`config.mk`:
```
export PLATFORM = sky130hd
export DESIGN_NAME = pulse_source_seq
export DESIGN_NICKNAME = d
export VERILOG_FILES = /design/src/rtl/pulse_source_pkg.sv /design/src/rtl/pulse_phase_cnt.sv /design/src/rtl/pulse_source_seq.sv
export SDC_FILE = /design/constraint.sdc
export NUM_CORES = 1
export LEC_CHECK = 0
export BUFFER_PORTS_ARGS = -buffer_cell sky130_fd_sc_hd__buf_2
export CORE_MARGIN = 2
export CORE_UTILIZATION = 45
export CTS_CLUSTER_SIZE = 20
export DETAILED_ROUTE_END_ITERATION = 10
export PLACE_DENSITY_LB_ADDON = 0.15
export SYNTH_ARGS = -nofsm -noshare
export SYNTH_HDL_FRONTEND = slang
export SYNTH_SLANG_ARGS = --single-unit
```
`constraint.sdc`:
```
create_clock -name clk -period 7.6 [get_ports clk]
set_input_delay 0 -clock clk [delete_from_list [all_inputs] [get_ports clk]]
set_output_delay 0 -clock clk [all_outputs]
set_load 0.005 [all_outputs]
```
`src/rtl/pulse_source_pkg.sv`:
```
// pulse_source_pkg: shared definitions for the pulse source sequencer.
//
// Contents:
//   - CntWDef / LvlWDef : default counter and level-code widths.
//   - ContEn            : 1 when continuous mode is compiled in.
//   - state_t + St*     : FSM state encoding (IDLE, HIGH, LOW, DONE).
//   - cfg_t             : the latched train configuration record.
//   - is_degenerate()   : tells whether a configuration emits no pulses.
//
// Build option:
//   PULSE_SOURCE_CONT_EN - when defined, n_pulses==0 selects a continuous train
//                          that runs until abort. When undefined, n_pulses==0
//                          completes at once with no pulses.
package pulse_source_pkg;

  localparam int unsigned CntWDef = 16;
  localparam int unsigned LvlWDef = 8;

`ifdef PULSE_SOURCE_CONT_EN
  localparam bit ContEn = 1'b1;
`else
  localparam bit ContEn = 1'b0;
`endif

  // FSM encoding, kept as plain constants so legacy code can compare raw codes.
  typedef logic [1:0] state_t;
  localparam state_t StIdle = 2'd0;
  localparam state_t StHigh = 2'd1;
  localparam state_t StLow  = 2'd2;
  localparam state_t StDone = 2'd3;

  // Configuration captured when a train is accepted. Field widths follow the
  // package defaults, which the top-level parameters also default to.
  typedef struct packed {
    logic [CntWDef-1:0] period;
    logic [CntWDef-1:0] width;
    logic [CntWDef-1:0] n_pulses;
    logic [LvlWDef-1:0] level_hi;
    logic [LvlWDef-1:0] level_lo;
  } cfg_t;

  // A train with no period, or with no pulses and no continuous mode, goes
  // straight to DONE without producing a high phase.
  function automatic logic is_degenerate(input logic [CntWDef-1:0] period,
                                         input logic [CntWDef-1:0] n_pulses);
    return (period == '0) || ((n_pulses == '0) && !ContEn);
  endfunction

endpackage

```
`src/rtl/pulse_phase_cnt.sv`:
```
// pulse_phase_cnt: phase and pulse counters for the pulse source sequencer.
//
// The phase counter runs 0..period-1 inside every period. The pulse counter
// counts completed periods. Both clear when a new train is accepted and
// only advance while the train is running.
//
// Ports:
//   clk        in   clock, rising edge
//   rst        in   asynchronous active-high reset
//   clear      in   zero both counters (train accepted)
//   run        in   advance the counters this cycle
//   period     in   latched cycles per period (non-zero while running)
//   width      in   latched high cycles per period
//   n_pulses   in   latched number of periods (0 = continuous when enabled)
//   wrap       out  phase is on the last cycle of its period
//   term       out  the period now in progress is the final one
//   next_high  out  the phase value after this edge falls in the high part
//
// Build option: PULSE_SOURCE_CONT_EN (through pulse_source_pkg::ContEn) freezes
// the pulse counter and suppresses term when n_pulses==0.
module pulse_phase_cnt
  import pulse_source_pkg::*;
#(
  parameter int unsigned CNT_W = CntWDef
) (
  input  logic             clk,
  input  logic             rst,
  input  logic             clear,
  input  logic             run,
  input  logic [CNT_W-1:0] period,
  input  logic [CNT_W-1:0] width,
  input  logic [CNT_W-1:0] n_pulses,
  output logic             wrap,
  output logic             term,
  output logic             next_high
);

  logic [CNT_W-1:0] phase_q, phase_d;
  logic [CNT_W-1:0] pulses_q, pulses_d;
  logic [CNT_W-1:0] pulses_inc;
  logic [CNT_W-1:0] phase_next;
  logic [CNT_W-1:0] hi_lim;
  logic             cont;

  assign cont = ContEn && (n_pulses == '0);

  assign wrap = (phase_q == (period - CNT_W'(1)));

  // pulses_q < n_pulses holds while running, so the increment cannot overflow.
  assign pulses_inc = pulses_q + CNT_W'(1);
  assign term       = !cont && (pulses_inc == n_pulses);

  assign phase_next = wrap ? '0 : (phase_q + CNT_W'(1));

  // A width at or above the period keeps the whole period high.
  assign hi_lim    = (width < period) ? width : period;
  assign next_high = (phase_next < hi_lim);

  always_comb begin
    phase_d  = phase_q;
    pulses_d = pulses_q;
    if (clear) begin
      phase_d  = '0;
      pulses_d = '0;
    end else if (run) begin
      phase_d = phase_next;
      if (wrap && !cont) begin
        pulses_d = pulses_inc;
      end
    end
  end

  always_ff @(posedge clk or posedge rst) begin
    if (rst) begin
      phase_q  <= '0;
      pulses_q <= '0;
    end else begin
      phase_q  <= phase_d;
      pulses_q <= pulses_d;
    end
  end

endmodule

```
`src/rtl/pulse_source_seq.sv`:
```
// pulse_source_seq: clocked sequencer producing a train of rectangular pulses
// as a level code for a downstream DC source primitive.
//
// A start in IDLE latches the configuration; the train then alternates between
// HIGH (level_hi) and LOW (level_lo) phases for n_pulses periods, spends one
// cycle in DONE, and returns to IDLE. All outputs are registered and change on
// the same edge as the state.
//
// Ports:
//   clk        in   clock, rising edge
//   rst        in   asynchronous active-high reset
//   start      in   request a train; only looked at in IDLE (wins over abort)
//   abort      in   end the running train; DONE follows on the next cycle
//   period     in   cycles per pulse period
//   width      in   high cycles per period
//   n_pulses   in   periods to emit
//   level_hi   in   code for the high phase
//   level_lo   in   code for the low phase, DONE and IDLE
//   out_level  out  level code to the source
//   out_high   out  1 during the high phase
//   busy       out  1 in HIGH or LOW
//   done       out  one-cycle pulse when the train ends
//
// Build option: PULSE_SOURCE_CONT_EN makes n_pulses==0 a continuous train that
// runs until abort.
module pulse_source_seq
  import pulse_source_pkg::*;
#(
  parameter int unsigned CNT_W = CntWDef,
  parameter int unsigned LVL_W = LvlWDef
) (
  input  logic             clk,
  input  logic             rst,
  input  logic             start,
  input  logic             abort,
  input  logic [CNT_W-1:0] period,
  input  logic [CNT_W-1:0] width,
  input  logic [CNT_W-1:0] n_pulses,
  input  logic [LVL_W-1:0] level_hi,
  input  logic [LVL_W-1:0] level_lo,
  output logic [LVL_W-1:0] out_level,
  output logic             out_high,
  output logic             busy,
  output logic             done
);

  state_t           state_q, state_d;
  cfg_t             cfg_q, cfg_d;
  logic [LVL_W-1:0] out_level_q, out_level_d;
  logic             out_high_q, busy_q, done_q;

  logic accept;
  logic running;
  logic wrap, term, next_high;

  assign accept  = (state_q == StIdle) && start;
  assign running = (state_q == StHigh) || (state_q == StLow);

  // Configuration latch: inputs are only looked at when a train is accepted.
  always_comb begin
    cfg_d = cfg_q;
    if (accept) begin
      cfg_d.period   = period;
      cfg_d.width    = width;
      cfg_d.n_pulses = n_pulses;
      cfg_d.level_hi = level_hi;
      cfg_d.level_lo = level_lo;
    end
  end

  pulse_phase_cnt #(
    .CNT_W (CNT_W)
  ) u_phase_cnt (
    .clk       (clk),
    .rst       (rst),
    .clear     (accept),
    .run       (running && !abort),
    .period    (cfg_q.period),
    .width     (cfg_q.width),
    .n_pulses  (cfg_q.n_pulses),
    .wrap      (wrap),
    .term      (term),
    .next_high (next_high)
  );

  always_comb begin
    state_d = state_q;
    unique case (state_q)
      StIdle: begin
        if (start) begin
          if (is_degenerate(period, n_pulses)) begin
            state_d = StDone;
          end else if (width == '0) begin
            state_d = StLow;
          end else begin
            state_d = StHigh;
          end
        end
      end
      StHigh, StLow: begin
        if (abort || (wrap && term)) begin
          state_d = StDone;
        end else begin
          state_d = next_high ? StHigh : StLow;
        end
      end
      StDone: begin
        // A start seen here is deliberately dropped.
        state_d = StIdle;
      end
      default: begin
        state_d = StIdle;
      end
    endcase
  end

  // Outputs follow the next state, using the freshly latched codes when a
  // train is being accepted on this edge.
  assign out_level_d = (state_d == StHigh) ? cfg_d.level_hi : cfg_d.level_lo;

  always_ff @(posedge clk or posedge rst) begin
    if (rst) begin
      state_q     <= StIdle;
      cfg_q       <= '0;
      out_level_q <= '0;
      out_high_q  <= 1'b0;
      busy_q      <= 1'b0;
      done_q      <= 1'b0;
    end else begin
      state_q     <= state_d;
      cfg_q       <= cfg_d;
      out_level_q <= out_level_d;
      out_high_q  <= (state_d == StHigh);
      busy_q      <= (state_d == StHigh) || (state_d == StLow);
      done_q      <= (state_d == StDone);
    end
  end

  assign out_level = out_level_q;
  assign out_high  = out_high_q;
  assign busy      = busy_q;
  assign done      = done_q;

endmodule

```
==> results of run 1 <==
==> power groups by stage <==
stage,logic (mW),registers [mW],clock network (mW)
6_report,1.34,0.986,0.465
5_1_grt,1.52,1.01,0.498
4_1_cts,1.34,0.985,0.480
3_5_place_dp,1.31,0.996,0
3_3_place_gp,1.27,0.989,0
2_1_floorplan,1.02,0.905,0
==> flip-flops by register name, indices dropped and copies added (netlist names) <==
| signal | count |
|---|---|
| cfg_q | 64 |
| u_phase_cnt.phase_q | 16 |
| u_phase_cnt.pulses_q | 16 |
| out_level | 8 |
| state_q | 2 |
| busy | 1 |
| done | 1 |
| out_high | 1 |
==> metal layers <==
layer,routed length (um),global-route usage,vias to the layer above,part of all wire
li1,-,-,3022,-
met2,9149,0.4152,143,0.50
met3,560,0.03464,34,0.031
met4,490,0.08856,0,0.027
met1,8031,0.2830,2965,0.44
met5,0,0,-,0
==> critical path, cell delays in order (launching register included) <==
cell and delay [ps]:
dfrtp_1 430, inv_1 120, ha_1 240, nor3b_2 350
nand3_2 160, or3_1 340, a221oi_2 280, o2111ai_2 280
nor3_2 220, buf_4 300, nor2_1 90, ha_1 310
a21o_1 180, a21o_1 180, a2111oi_0 460, o21ai_0 180
o31ai_1 320, o211ai_1 220, a221oi_1 510, ha_1 510
mux2_2 390
==> final cells by class <==
class	instances	area share
clock buffer	9	0.02702
clock inverter	7	0.007805
inverter	29	0.01336
multi-input combinational	621	0.4670
sequential	109	0.3272
tap	188	0.02822
timing repair buffer	148	0.1294
==> metrics by stage <==
step	hold slack (ps)	cell area [um2]	power (mW)	setup slack, ps
2_1_floorplan	105.4	6898	1.928	2086
5_1_grt	137.4	8335	3.024	903.6
6_report	106.8	8335	2.789	1430
4_1_cts	93.93	8335	2.807	1469
3_5_place_dp	72.34	7395	2.304	1440
3_3_place_gp	68.58	7395	2.255	1728
==> cell families (layout without fill, tap and decap cells) <==
logic type	Yosys count	in the layout
simple gates	367	367
buf+inv	72	193
flops	109	109
fa+ha+maj	37	37
xor+xnor	54	54
mux	28	28
compound gates	135	135
==> cells in the final DEF, fill, tap and decap left out, types with 3 or more instances in the layout <==
master,synthesis,layout
a211oi_1,3,3
a21boi_0,3,3
a21o_1,12,12
a21oi_1,31,31
a221oi_1,4,4
a31o_2,4,4
a31oi_1,3,3
a32o_1,4,4
and2_1,4,3
and3_1,8,8
and4_1,5,5
buf_2,4,78
buf_4,1,5
clkbuf_16,0,9
dfrtp_1,109,109
dlygate4sd3_1,0,65
ha_1,37,37
inv_1,29,28
mux2_2,9,9
mux2i_1,19,19
nand2_1,197,196
nand2b_1,10,10
nand3_1,25,25
nand4_1,11,11
nor2_1,42,42
nor2b_1,6,6
nor3_1,7,6
nor3b_1,4,4
nor4_1,17,17
nor4b_1,4,4
o211ai_1,5,5
o21a_1,7,7
o21ai_0,34,34
o311ai_0,4,4
o41ai_1,3,3
or2_2,3,3
or3_1,13,13
xnor2_1,35,35
xor2_1,19,19
==> worst paths after layout <==
check,slack (ps),cells past startpoint,end
max,1430,20,out_level[4]
min,110,4,u_phase_cnt.phase_q[1]
max reg2reg,1430,20,out_level[4]
min reg2reg,470,2,cfg_q[7]
max in group asynchronous,6070,4,u_phase_cnt.pulses_q[2]
min in group asynchronous,220,3,cfg_q[44]
==> repair_timing <==
item                                    CTS  global route
endpoints found under the hold margin   109             0
endpoints found under the setup margin    0             0
hold buffers                             65             0
==> flow_summary.json, run 1 <==
{
  "status": "finished clean",
  "syn_nets": 907,
  "synthXorXnorAreaFrac": 0.06857,
  "synth.avg_cell_area_um2": 8.601,
  "switchingPower_mw": 1.195,
  "setup.worst_path.start": "cfg_q[48]",
  "viasPerCell": 5.548,
  "grt-ovfl-total": 0,
  "grt_start_max_net_pins": 109,
  "synthCells": 802,
  "end_kind": "flip-flop",
  "placed_cells": 1030,
  "nNetsFinal": 1023,
  "synthMuxAreaShare": 0.04226,
  "synth_compound_area_frac": 0.1317,
  "tightest_slew_ps": 1119,
  "ioPinCount": 79,
  "crit_type": "reg -> reg",
  "synth-simple-area-share": 0.2532,
  "fin_cells": 1111,
  "cts.repair.resized": 0,
  "firstDrtPassIters": 5,
  "postCtsSetupRepairBufs": 0,
  "cts_sinks": 109,
  "finalSetupTns_ps": 0,
  "synthFlopType": "dfrtp_1",
  "fin_skew_ps": 9.041,
  "power.static_leakage_nw": 3.882,
  "maxSlewViolCount": 0,
  "synth_seq_area_share": 0.3954,
  "clock_latency_ps": 360,
  "ys_top_cells_by_area": "dfrtp_1 40%, nand2_1 11%, ha_1 6.7%, xnor2_1 4.4%, mux2i_1 2.8%",
  "synth_edf_count": 0,
  "fillers": 1331,
  "ys_seq_elements": 109,
  "dieArea_mm2": 0.01634,
  "hp-class": "in -> reg",
  "fin_util": 0.5524,
  "synthArstFlopShare": 1.000,
  "layout-drive-gt1-share": 0.1387,
  "p_clk_frac": 0.167,
  "fin_crit_sh": 0.8119,
  "timing.slew.headroom": 0.2484,
  "hp-start": "abort",
  "synth_top_area_cell": "dfrtp_1",
  "synth_fa_ha_area_frac": 0.06711,
  "p_comb_frac": 0.479,
  "drt_iter0_drc": 285,
  "setup_viol": 0,
  "grt_usage": 0.2324,
  "hold_viol_final": 0,
  "cts.path.max_buffers": 2,
  "synth_top_cell_area_share": 0.3954,
  "clockRootBuffer": "clkbuf_16",
  "worstPathArrival_ps": 6420,
  "p_per_area_mw_per_mm2": 334.5,
  "cp.required_ps": 7850,
  "ff_latch_area_mm2": 0.002728,
  "grt_pass1_vias": 6193,
  "drt-wirelength-per-cell_um": 16.41,
  "coreArea_mm2": 0.01509,
  "r2r_start": "cfg_q[48]",
  "antenna_found_initial": 0,
  "remaining_drc_errors": 0,
  "vias": 6164,
  "swShare": 0.4284,
  "internal_power_mw": 1.594,
  "gp_congestion": 0.9434,
  "routed_wl_um": 18230,
  "cts_max_level": 3,
  "crit_path_max_fanout": 30,
  "fmax_mhz": 162.1,
  "rsz0062_at_grt": "false",
  "numPortBuffers": 78,
  "ant_nets": 0,
  "synthToLayoutAreaGrowth_pct": 20.84,
  "synth_warnings": 0,
  "dp_hpwl_um": 12820,
  "multi_input_area_mm2": 0.003892,
  "die_w_um": 127.8,
  "start_util": 0.4571,
  "synth_top_family_by_area": "simple AND/OR/NAND/NOR gates",
  "seqPwrFrac": 0.354,
  "n_antenna_cell": 0,
  "synthTopCellsByCount": "197 x nand2_1, 109 x dfrtp_1, 42 x nor2_1",
  "grt_pass1_wl_um": 30300,
  "cap_violations": 0,
  "finalCriticalPeriod_ps": 6170,
  "fp.dieH_um": 127.8,
  "syn_area_mm2": 0.006898,
  "ys_types": 67,
  "start_kind": "flip-flop",
  "rows": 45,
  "ir_drop_uv": 205.0,
  "yosysMostFrequentCell": "nand2_1",
  "cts_tree": "yes",
  "cts_buffers": 9,
  "path_clk_slew_ps": 80
}
Note: power is estimated with default switching activity, not from simulation.
==> run 2, diff against run 1 <==
--- a/config.mk
+++ b/config.mk
@@ -5,6 +5,7 @@
 export SDC_FILE = /design/constraint.sdc
 export NUM_CORES = 1
 export LEC_CHECK = 0
+export ABC_AREA = 1
 export BUFFER_PORTS_ARGS = -buffer_cell sky130_fd_sc_hd__buf_2
 export CORE_MARGIN = 2
 export CORE_UTILIZATION = 45
==> constraint.sdc (replaced) <==
create_clock -name clk -period 6.3 [get_ports clk]
set_input_delay 0 -clock clk [delete_from_list [all_inputs] [get_ports clk]]
set_output_delay 0 -clock clk [all_outputs]
set_load 0.005 [all_outputs]
==> run 2 against run 1 <==
  * Non-clock buffer count stayed put
  * Die area is 0.21% higher
  * Clock skew is 8.1 ps higher
  * Combinational power is 28% higher
  * Design area is 1.4% higher
  * Highest routed layer unchanged
  * Flip-flop and latch count stayed put
  * Sequential power is 20% higher
  * Core utilization is 0.76 points higher
==> flow_summary.json, run 2 <==
{
  "gr-usage-met3": 0.03464,
  "syn_nets": 980,
  "clock_latency_ps": 370,
  "synth_seq_area_share": 0.3946,
  "n_antenna_cell": 0,
  "crit_path_cell_trace": "inv_1, ha_1, nand2_1, inv_1, o21ai_0, a21oi_1, nor2_1, nand2_1, o21ai_0, ha_1, a21oi_1, nor2_1, a211oi_1, o221a_2, nand2_1, nand2_1, nand2_1, nand2_1, ha_1, o21ai_0",
  "finalSetupTns_ps": 0,
  "cap_violations": 0,
  "synth_top_cell_area_share": 0.3946,
  "power_mw": 3.479,
  "worstPathArrival_ps": 4470,
  "hold_viol_final": 0,
  "grt-ovfl-total": 0,
  "rows": 45,
  "drt_iter0_drc": 404,
  "rsz0062_at_grt": "false",
  "maxSlewViolCount": 0,
  "timing.slew.headroom": 0.3333,
  "grt.busiest_layer": "met2",
  "setup_viol": 0,
  "status": "finished clean",
  "cts_sinks": 109,
  "largest_reg_flops": 64,
  "layout_setup_ws_ps": 2058,
  "cts_tree": "yes",
  "fin_cells": 1204,
  "r2r_start": "cfg_q[57]",
  "end_kind": "flip-flop",
  "top_register": "cfg_q",
  "crit_type": "reg -> reg",
  "routed_wl_um": 16990,
  "antenna_found_initial": 0,
  "hold-worst-slack_ps": 141.8,
  "ioPinCount": 79,
  "vias": 5969,
  "synth.avg_cell_area_um2": 7.900,
  "grt_start_max_net_pins": 94,
  "grt_pass1_wl_um": 28890,
  "cts.path.max_buffers": 2,
  "synthFlopType": "dfrtp_1",
  "tightest_slew_ps": 999.9,
  "use_met1": 0.3237,
  "yosysMostFrequentCell": "nand2_1",
  "hp-class": "in -> reg",
  "ant_nets": 0,
  "reg.largest.list": "cfg_q x64, u_phase_cnt.phase_q x16, u_phase_cnt.pulses_q x16",
  "placed_cells": 1120,
  "nNetsFinal": 1116,
  "final_common_cell": "nand2_1",
  "met2_usage": 0.3476,
  "ir_drop_uv": 249.1,
  "cp_common_cell": "nand2_1",
  "grt_pass1_vias": 5731,
  "coreArea_mm2": 0.01509,
  "firstDrtPassIters": 5,
  "fmax_mhz": 235.7,
  "numPortBuffers": 78,
  "final_cell_mix": "207 x nand2_1, 138 x inv_1, 109 x dfrtp_1, 88 x o21ai_0, 78 x buf_2",
  "synth_warnings": 0,
  "ys_top_cells_by_area": "dfrtp_1 39%, nand2_1 11%, inv_1 7.5%, ha_1 6.7%, o21ai_0 6.4%",
  "critPathSlowestCell": "ha_1",
  "pre_cts_ws_ps": 2011,
  "gp_congestion": 0.8525,
  "synth_top_area_cell": "dfrtp_1",
  "cp.required_ps": 6530,
  "cts.repair.resized": 0,
  "ys_seq_elements": 109,
  "synthArstFlopShare": 1.000,
  "synthTopCellsByCount": "208 x nand2_1, 139 x inv_1, 109 x dfrtp_1",
  "hp-start": "start",
  "synth_edf_count": 0,
  "clockRootBuffer": "clkbuf_16",
  "fp.dieH_um": 127.9,
  "syn_area_mm2": 0.006913,
  "slowest_delay_ps": 510,
  "die_w_um": 127.9,
  "cts_max_level": 3,
  "layout-drive-gt1-share": 0.1585,
  "finalCriticalPeriod_ps": 4242,
  "start_util": 0.4581,
  "dieArea_mm2": 0.01637,
  "grt_usage": 0.2224,
  "viasPerCell": 4.958,
  "fin_crit_sh": 0.6734,
  "power.static_leakage_nw": 4.157,
  "fin_skew_ps": 17.14,
  "synthCells": 875,
  "ys_types": 46,
  "path_clk_slew_ps": 90,
  "synthToLayoutAreaGrowth_pct": 22.24,
  "p_per_area_mw_per_mm2": 411.7,
  "drt-wirelength-per-cell_um": 14.11,
  "setup.worst_path.start": "cfg_q[57]",
  "remaining_drc_errors": 0,
  "crit_path_max_fanout": 31,
  "dp_hpwl_um": 12280,
  "start_kind": "flip-flop",
  "cts_buffers": 9
}
## run 2: changes by cell type in the layout (fill, tap and decap cells not counted), sizes merged, moves of 11 or more
cell and change:
a21o -12, a21oi -13, inv +112, mux2i -19, nand2 +18, nor2 +26, nor3 +11, nor4 -14
o21ai +55, o22ai +15, or3 -13, xnor2 -22, xor2 +11
## run 2: area by class of cell
cell class | count | area [um2]
Fill cell | 1438 | 6639
Multi-Input combinational cell | 602 | 3561
Sequential cell | 109 | 2728
Timing Repair Buffer | 148 | 1086
Inverter | 141 | 531.8
Tap cell | 188 | 235.2
Clock buffer | 9 | 225.2
Clock inverter | 7 | 83.83
## run 2: what timing repair did
action,4_1_cts,5_1_grt
hold buffers,68,0
setup buffers,0,0
endpoints found under the hold margin,121,0
## run 2: kinds of logic after synthesis
group,count (synthesis),share of synthesized area
compound gates,133,0.1146
xor+xnor,43,0.05665
fa+ha+maj,37,0.06697
buf+inv,164,0.09140
flops,109,0.3946
mux,16,0.02606
simple gates,373,0.2498
## run 2: final timing paths
path | end | slack, ps | depth (start not counted)
setup / recovery | out_level[7] | 2060 | 20
hold / removal | state_q[1] | 140 | 5
setup reg to reg | out_level[7] | 2060 | 20
hold reg to reg | cfg_q[11] | 500 | 1
max in group asynchronous | cfg_q[58] | 4810 | 4
min in group asynchronous | cfg_q[11] | 250 | 3
## run 2: critical path: cells and delay by family, from the launching register on
family,cells,cell delay (ps)
DFF,1,470
buffers and inverters,2,130
AOI/OAI and AO/OA,7,1380
adders and majority gates,3,1090
and+or+nand+nor,8,1020
## run 2: report_power, final
group	switching, mW	leakage, nW	internal (mW)	total (mW)
registers	0.222	1.36	0.956	1.18
logic	1.04	2.65	0.671	1.71
clock network	0.302	0.143	0.285	0.587
## run 2: through the flow
step	util	instance area, um2
after detailed placement	0.4944	7461
after global placement	0.4944	7461
after global routing	0.5600	8451
final	0.5600	8451
after floorplan	-	6913
after CTS	0.5600	8451
## run 2: metal layers
metal | up-vias | routed length, um
met5 | - | 0
met4 | 0 | 244
met3 | 18 | 632
met2 | 127 | 7580
met1 | 2727 | 8532
li1 | 3097 | -
